<file path="src/rtl/lotr_pkg.sv">
// Shared LOTR fabric definitions: reset sequencer state encoding and its
// default parameter values.
package lotr_pkg;

    typedef enum logic [2:0] {
        RESET   = 3'd0,
        HOLD    = 3'd1,
        RELEASE = 3'd2,
        RUN     = 3'd3,
        END     = 3'd4
    } t_rst_seq_state;

    localparam int unsigned LOTR_RST_NUM_CORES   = 4;
    localparam int unsigned LOTR_RST_HOLD_CYCLES = 8;
    localparam int unsigned LOTR_RST_STAGGER     = 2;
    localparam int unsigned LOTR_RST_TIMEOUT     = 1000;
    localparam int unsigned LOTR_RST_CNT_W       = 16;

endpackage

</file>
<file path="src/rtl/lotr_rst_sync.sv">
// Two-flop reset synchroniser: asserts asynchronously, deasserts on the
// second clk edge after rst_n rises.
//   clk        : destination clock
//   rst_n      : raw asynchronous active-low reset
//   rst_sync_n : synchronised active-low reset
module lotr_rst_sync (
    input  logic clk,
    input  logic rst_n,
    output logic rst_sync_n
);

    logic meta;

    always_ff @(posedge clk or negedge rst_n) begin
        if (!rst_n) begin
            meta       <= 1'b0;
            rst_sync_n <= 1'b0;
        end else begin
            meta       <= 1'b1;
            rst_sync_n <= meta;
        end
    end

endmodule

</file>
<file path="src/rtl/lotr_rst_seq.sv">
// Reset sequencer and run watchdog for the LOTR core array. Holds all cores
// in reset for HOLD_CYCLES, releases them STAGGER cycles apart, then watches
// for all-done or a cycle timeout and reports sticky status.
//   QClk          : clock
//   RstQnnnL      : asynchronous active-low reset
//   SwRstReqQnnnH : software re-sequence request (level)
//   CoreDoneQnnnH : per-core done
//   CoreRstQnnnH  : per-core reset (active-high)
//   RunQnnnH      : all cores released and running
//   DoneQnnnH     : sticky all-done
//   TimeoutQnnnH  : sticky watchdog expiry
//   StateQnnnH    : current sequencer state
module lotr_rst_seq
    import lotr_pkg::*;
#(
    parameter int unsigned NUM_CORES   = LOTR_RST_NUM_CORES,
    parameter int unsigned HOLD_CYCLES = LOTR_RST_HOLD_CYCLES,
    parameter int unsigned STAGGER     = LOTR_RST_STAGGER,
    parameter int unsigned TIMEOUT     = LOTR_RST_TIMEOUT,
    parameter int unsigned CNT_W       = LOTR_RST_CNT_W
) (
    input  logic                 QClk,
    input  logic                 RstQnnnL,
    input  logic                 SwRstReqQnnnH,
    input  logic [NUM_CORES-1:0] CoreDoneQnnnH,
    output logic [NUM_CORES-1:0] CoreRstQnnnH,
    output logic                 RunQnnnH,
    output logic                 DoneQnnnH,
    output logic                 TimeoutQnnnH,
    output logic [2:0]           StateQnnnH
);

    localparam logic [CNT_W-1:0] CNT_MAX    = '1;
    localparam logic [CNT_W-1:0] HOLD_LAST  = CNT_W'(HOLD_CYCLES - 1);
    localparam logic [CNT_W-1:0] REL_LAST   = CNT_W'(STAGGER * (NUM_CORES - 1));
    localparam bit               WDOG_EN    = (TIMEOUT != 0);
    localparam logic [CNT_W-1:0] TO_LAST    = WDOG_EN ? CNT_W'(TIMEOUT - 1) : '0;
    localparam bit               DIRECT_RUN = (STAGGER == 0) || (NUM_CORES == 1);

    logic                 rst_sync_n;
    t_rst_seq_state       state;
    logic [CNT_W-1:0]     cnt;
    logic [CNT_W-1:0]     cnt_inc_c;
    logic [NUM_CORES-1:0] rel_rst_c;
    logic                 all_done_c;

    lotr_rst_sync u_sync (
        .clk        (QClk),
        .rst_n      (RstQnnnL),
        .rst_sync_n (rst_sync_n)
    );

    // Shared phase counter increments without wrapping.
    assign cnt_inc_c  = (cnt == CNT_MAX) ? cnt : cnt + CNT_W'(1);
    assign all_done_c = &CoreDoneQnnnH;
    assign StateQnnnH = state;

    // Core i stays in reset until the phase count reaches STAGGER*i.
    always_comb begin
        rel_rst_c = '1;
        for (int i = 0; i < int'(NUM_CORES); i++) begin
            rel_rst_c[i] = (cnt_inc_c < CNT_W'(STAGGER * unsigned'(i)));
        end
    end

    // Sequencer FSM with registered outputs; software request overrides all.
    always_ff @(posedge QClk or negedge rst_sync_n) begin
        if (!rst_sync_n) begin
            state        <= RESET;
            cnt          <= '0;
            CoreRstQnnnH <= '1;
            RunQnnnH     <= 1'b0;
            DoneQnnnH    <= 1'b0;
            TimeoutQnnnH <= 1'b0;
        end else if (SwRstReqQnnnH) begin
            state        <= RESET;
            cnt          <= '0;
            CoreRstQnnnH <= '1;
            RunQnnnH     <= 1'b0;
            DoneQnnnH    <= 1'b0;
            TimeoutQnnnH <= 1'b0;
        end else begin
            case (state)
                RESET: begin
                    state <= HOLD;
                    cnt   <= '0;
                end
                HOLD: begin
                    if (cnt == HOLD_LAST) begin
                        cnt <= '0;
                        if (DIRECT_RUN) begin
                            state        <= RUN;
                            CoreRstQnnnH <= '0;
                            RunQnnnH     <= 1'b1;
                        end else begin
                            state        <= RELEASE;
                            CoreRstQnnnH <= ~NUM_CORES'(1);
                        end
                    end else begin
                        cnt <= cnt_inc_c;
                    end
                end
                RELEASE: begin
                    if (cnt_inc_c >= REL_LAST) begin
                        state        <= RUN;
                        cnt          <= '0;
                        CoreRstQnnnH <= '0;
                        RunQnnnH     <= 1'b1;
                    end else begin
                        cnt          <= cnt_inc_c;
                        CoreRstQnnnH <= rel_rst_c;
                    end
                end
                RUN: begin
                    // Done takes precedence over a coincident timeout.
                    if (all_done_c) begin
                        state        <= END;
                        CoreRstQnnnH <= '1;
                        RunQnnnH     <= 1'b0;
                        DoneQnnnH    <= 1'b1;
                    end else if (WDOG_EN && (cnt == TO_LAST)) begin
                        state        <= END;
                        CoreRstQnnnH <= '1;
                        RunQnnnH     <= 1'b0;
                        TimeoutQnnnH <= 1'b1;
                    end else begin
                        cnt <= cnt_inc_c;
                    end
                end
                END: begin
                    state <= END;
                end
                default: begin
                    state        <= RESET;
                    cnt          <= '0;
                    CoreRstQnnnH <= '1;
                    RunQnnnH     <= 1'b0;
                end
            endcase
        end
    end

endmodule
</file>
<file path="config.mk">
export PLATFORM = sky130hd
export DESIGN_NAME = lotr_rst_seq
export DESIGN_NICKNAME = d
export VERILOG_FILES = /design/src/rtl/lotr_pkg.sv /design/src/rtl/lotr_rst_sync.sv /design/src/rtl/lotr_rst_seq.sv
export SDC_FILE = /design/constraint.sdc
export NUM_CORES = 1
export LEC_CHECK = 0
export ABC_AREA = 1
export CAP_MARGIN = 20
export CORE_MARGIN = 3
export CORE_UTILIZATION = 40
export CTS_BUF_LIST = sky130_fd_sc_hd__clkbuf_8
export CTS_CLUSTER_DIAMETER = 30
export CTS_CLUSTER_SIZE = 40
export DETAILED_ROUTE_END_ITERATION = 16
export DONT_BUFFER_PORTS = 1
export PLACE_DENSITY_LB_ADDON = 0.05
export SETUP_SLACK_MARGIN = 0.3
export SLEW_MARGIN = 20
export SYNTH_ARGS = -nofsm -noshare
export SYNTH_HDL_FRONTEND = slang
export SYNTH_SLANG_ARGS = --single-unit
</file>
<file path="constraint.sdc">
create_clock -name QClk -period 1.3 [get_ports QClk]
set_clock_uncertainty 0.2 [all_clocks]
set_input_delay 0.195 -clock QClk [delete_from_list [all_inputs] [get_ports QClk]]
set_output_delay 0.195 -clock QClk [all_outputs]
set_load 0.05 [all_outputs]
</file>
==> flow_metrics.py <==
metrics = {
    "cells_and_area": {
        "final_common_cell": "buf_4",
        "final_util_pct": 77.4,
        "diodes": 0,
        "multiInputGateArea_um2": 1480,
        "stdcell_count": 469,
        "drive_above_1_share_pct": 55.0,
        "final_nets": 413,
        "ff_latch_area_um2": 721,
        "area_delta_synth_final_pct": 78.8,
        "final_area_um2": 3510,
        "final_cell_mix": "buf_4 (83), nand2_1 (62), inv_1 (29), nor2_1 (24), buf_6 (19)",
        "fill_cells": 305,
    },
    "global_route": {
        "grt_pass1_wl_um": 11400,
        "grt_remaining_overflow": 0,
        "grt_max_degree": 25,
        "grt_pass1_vias": 2362,
        "antenna_found_initial": 0,
        "grt_use_total_pct": 24.2,
    },
    "synth": {
        "syn_area_per_cell_um2": 6.79,
        "synth_area_um2": 1960,
        "synth_cells": 289,
        "synth_nets": 297,
        "synth_seq_cells": 28,
        "synth-seq-area-share_pct": 35.9,
        "ys_warn_count": 0,
        "synth_cell_type_count": 36,
    },
    "place": {
        "port_buffers": 0,
        "place_area_um2": 2720,
        "dp.cells": 428,
        "dpl.hpwl_um": 4680,
        "place.gp.congestion": 0.946,
        "post-place-ws_ps": -853,
    },
    "critical_path": {
        "end_kind": "register",
        "path_class": "reg -> reg",
        "path_max_fanout": 4,
        "cp-start-kind": "register",
        "crit_arrival_ps": 2170,
        "cp_data_required_time_ps": 1320,
    },
    "power_and_ir_drop": {
        "power.density_nw_per_um2": 857,
        "fin_total_pwr_mw": 3.01,
        "vdd_ir_drop_max_mv": 1.07,
        "p_leak_nw": 1.79,
    },
    "job": {
        "maxCapViolations": 0,
    },
    "clock_tree": {
        "max-clock-path-buffers": 2,
        "clkLatencyLatePin_ps": 280,
        "cts_tree": "done",
        "cts_buffers": 3,
        "path_clk_slew_ps": 100,
        "cts-root-buf": "clkbuf_8",
        "hold_buffers": 3,
        "clock-sinks": 28,
        "htreeDepth": 1,
    },
    "floorplanning": {
        "die_h_um": 76.1,
        "die_area_um2": 5780,
        "io_pins": 17,
        "start_util_pct": 43.3,
        "core_area_um2": 4530,
        "num_rows": 24,
        "die_x_um": 76.1,
    },
    "sta": {
        "maxClockFrequency_mhz": 463,
        "min_period_over_period_pct": 166,
        "tightest_slew_ps": 733,
        "setup_viol_count_final": 33,
        "rsz0062_at_grt": "true",
        "relSlewSlack_pct": 51.0,
        "finalCriticalPeriod_ps": 2160,
        "holdWs_ps": -63.0,
        "fin_ws_ps": -858,
        "finalHoldViolCount": 2,
        "slew_violations": 0,
    },
    "route": {
        "drtAntennaViolNets": 0,
        "drt_iter0_drc": 188,
        "via_per_inst": 5.31,
        "route.detailed.drc": 0,
        "drt_wl_total_um": 7540,
        "first_pass_iters": 6,
        "via_count": 2492,
        "wl_per_cell_um": 16.1,
    },
    "outcome": {
        "status": "complete, but fails checks",
        "violations": "hold timing, setup timing",
    },
    "hold_path": {
        "hold_path.class": "in -> async",
    },
}
[critical path, stage by stage, from the launching register on]
cell     delay, ps
dfrtp_1        440
buf_4          160
buf_4          130
inv_1           90
nand4_1        170
nor3_2         310
a21oi_2        120
nand2_1        100
nand3_2        120
nand2_1         80
nand2_1         60
a21oi_2        110
[layout make-up]
cell class                      instances  share of cell area [%]
Multi-Input combinational cell        220                    42.3
Tap cell                               65                    2.32
Sequential cell                        28                    20.5
Inverter                               39                    4.85
Timing Repair inverter                  1                   0.463
Clock buffer                            4                    1.57
Timing Repair Buffer                  112                    28.0
[per-stage QoR]
stage	TNS, ps	hold slack, ps
2_1_floorplan	-14230	-301
3_3_place_gp	-18640	-301
3_5_place_dp	-18540	-301
4_1_cts	-17380	-62.8
5_1_grt	-22160	-68.4
6_report	-19300	-63.0
[routing by layer]
| metal | GRT usage [%] | share of wire (%) | vias to the layer above |
|---|---|---|---|
| li1 | - | - | 1179 |
| met1 | 32.5 | 42 | 1164 |
| met2 | 41.0 | 49 | 119 |
| met3 | 3.07 | 5.6 | 30 |
| met4 | 6.70 | 3.9 | 0 |
| met5 | 0 | 0 | - |
[synthesized netlist by cell type, drive strengths merged]
cell    number  area [um2]
nand4        9        62.6
o21ai       16        83.8
conb         1        3.75
nor3         5        30.0
o31ai        9        67.6
a22oi        1        7.51
a21o         2        15.0
inv         37         139
nor2        39         169
clkinv       2        8.75
clkbuf       2        7.51
nand2       88         359
xor2         1        8.76
or2          4        25.0
a21oi       12        63.8
dfstp        4         105
buf          1        11.3
a21boi       1        7.51
dfrtp       24         601
nand3       28         150
nor4         2        25.0
ha           1        12.5
[timing repair]
action / in CTS / in global routing
setup endpoints to repair: 36 / 36
endpoints found under the hold margin: 15 / 2
setup buffers: 21 / 11
pin swaps: 19 / 22
resized for setup: 67 / 54
gates cloned: 2 / 0
[cells by family (layout without fill, tap and decap cells)]
group / count (synthesis) / count (layout) / synth area share (%)
xor+xnor: 1 / 1 / 0.446
fa+ha+maj: 1 / 1 / 0.637
compound gates: 41 / 41 / 12.5
other cells: 1 / 1 / 0.191
flops: 28 / 28 / 35.9
simple gates: 175 / 176 / 41.8
buf+inv: 42 / 156 / 8.48
[registers in the layout (all words and copies together) (netlist names)]
register           count
RunQnnnH               1
u_sync.meta            1
u_sync.rst_sync_n      1
CoreRstQnnnH           4
DoneQnnnH              1
TimeoutQnnnH           1
StateQnnnH             3
cnt                   16
[path summary, 6_finish.rpt]
kind,from,to,slack [ps],cells after the start
max,cnt[5],CoreRstQnnnH[1],-860,11
min,RstQnnnL,u_sync.rst_sync_n,-60,1
max reg2reg,cnt[5],CoreRstQnnnH[1],-860,11
min reg2reg,u_sync.rst_sync_n,StateQnnnH[2],20,1
max in group asynchronous,u_sync.rst_sync_n,DoneQnnnH,340,1
min in group QClk,SwRstReqQnnnH,StateQnnnH[1],20,2
[power breakdown]
group | internal, mW | switching, mW | leakage, nW
Clock | 0.271 | 0.285 | 0.0288
Combinational | 0.629 | 0.730 | 1.41
Sequential | 0.958 | 0.135 | 0.351
No activity file was read; power rests on OpenSTA's default activity.
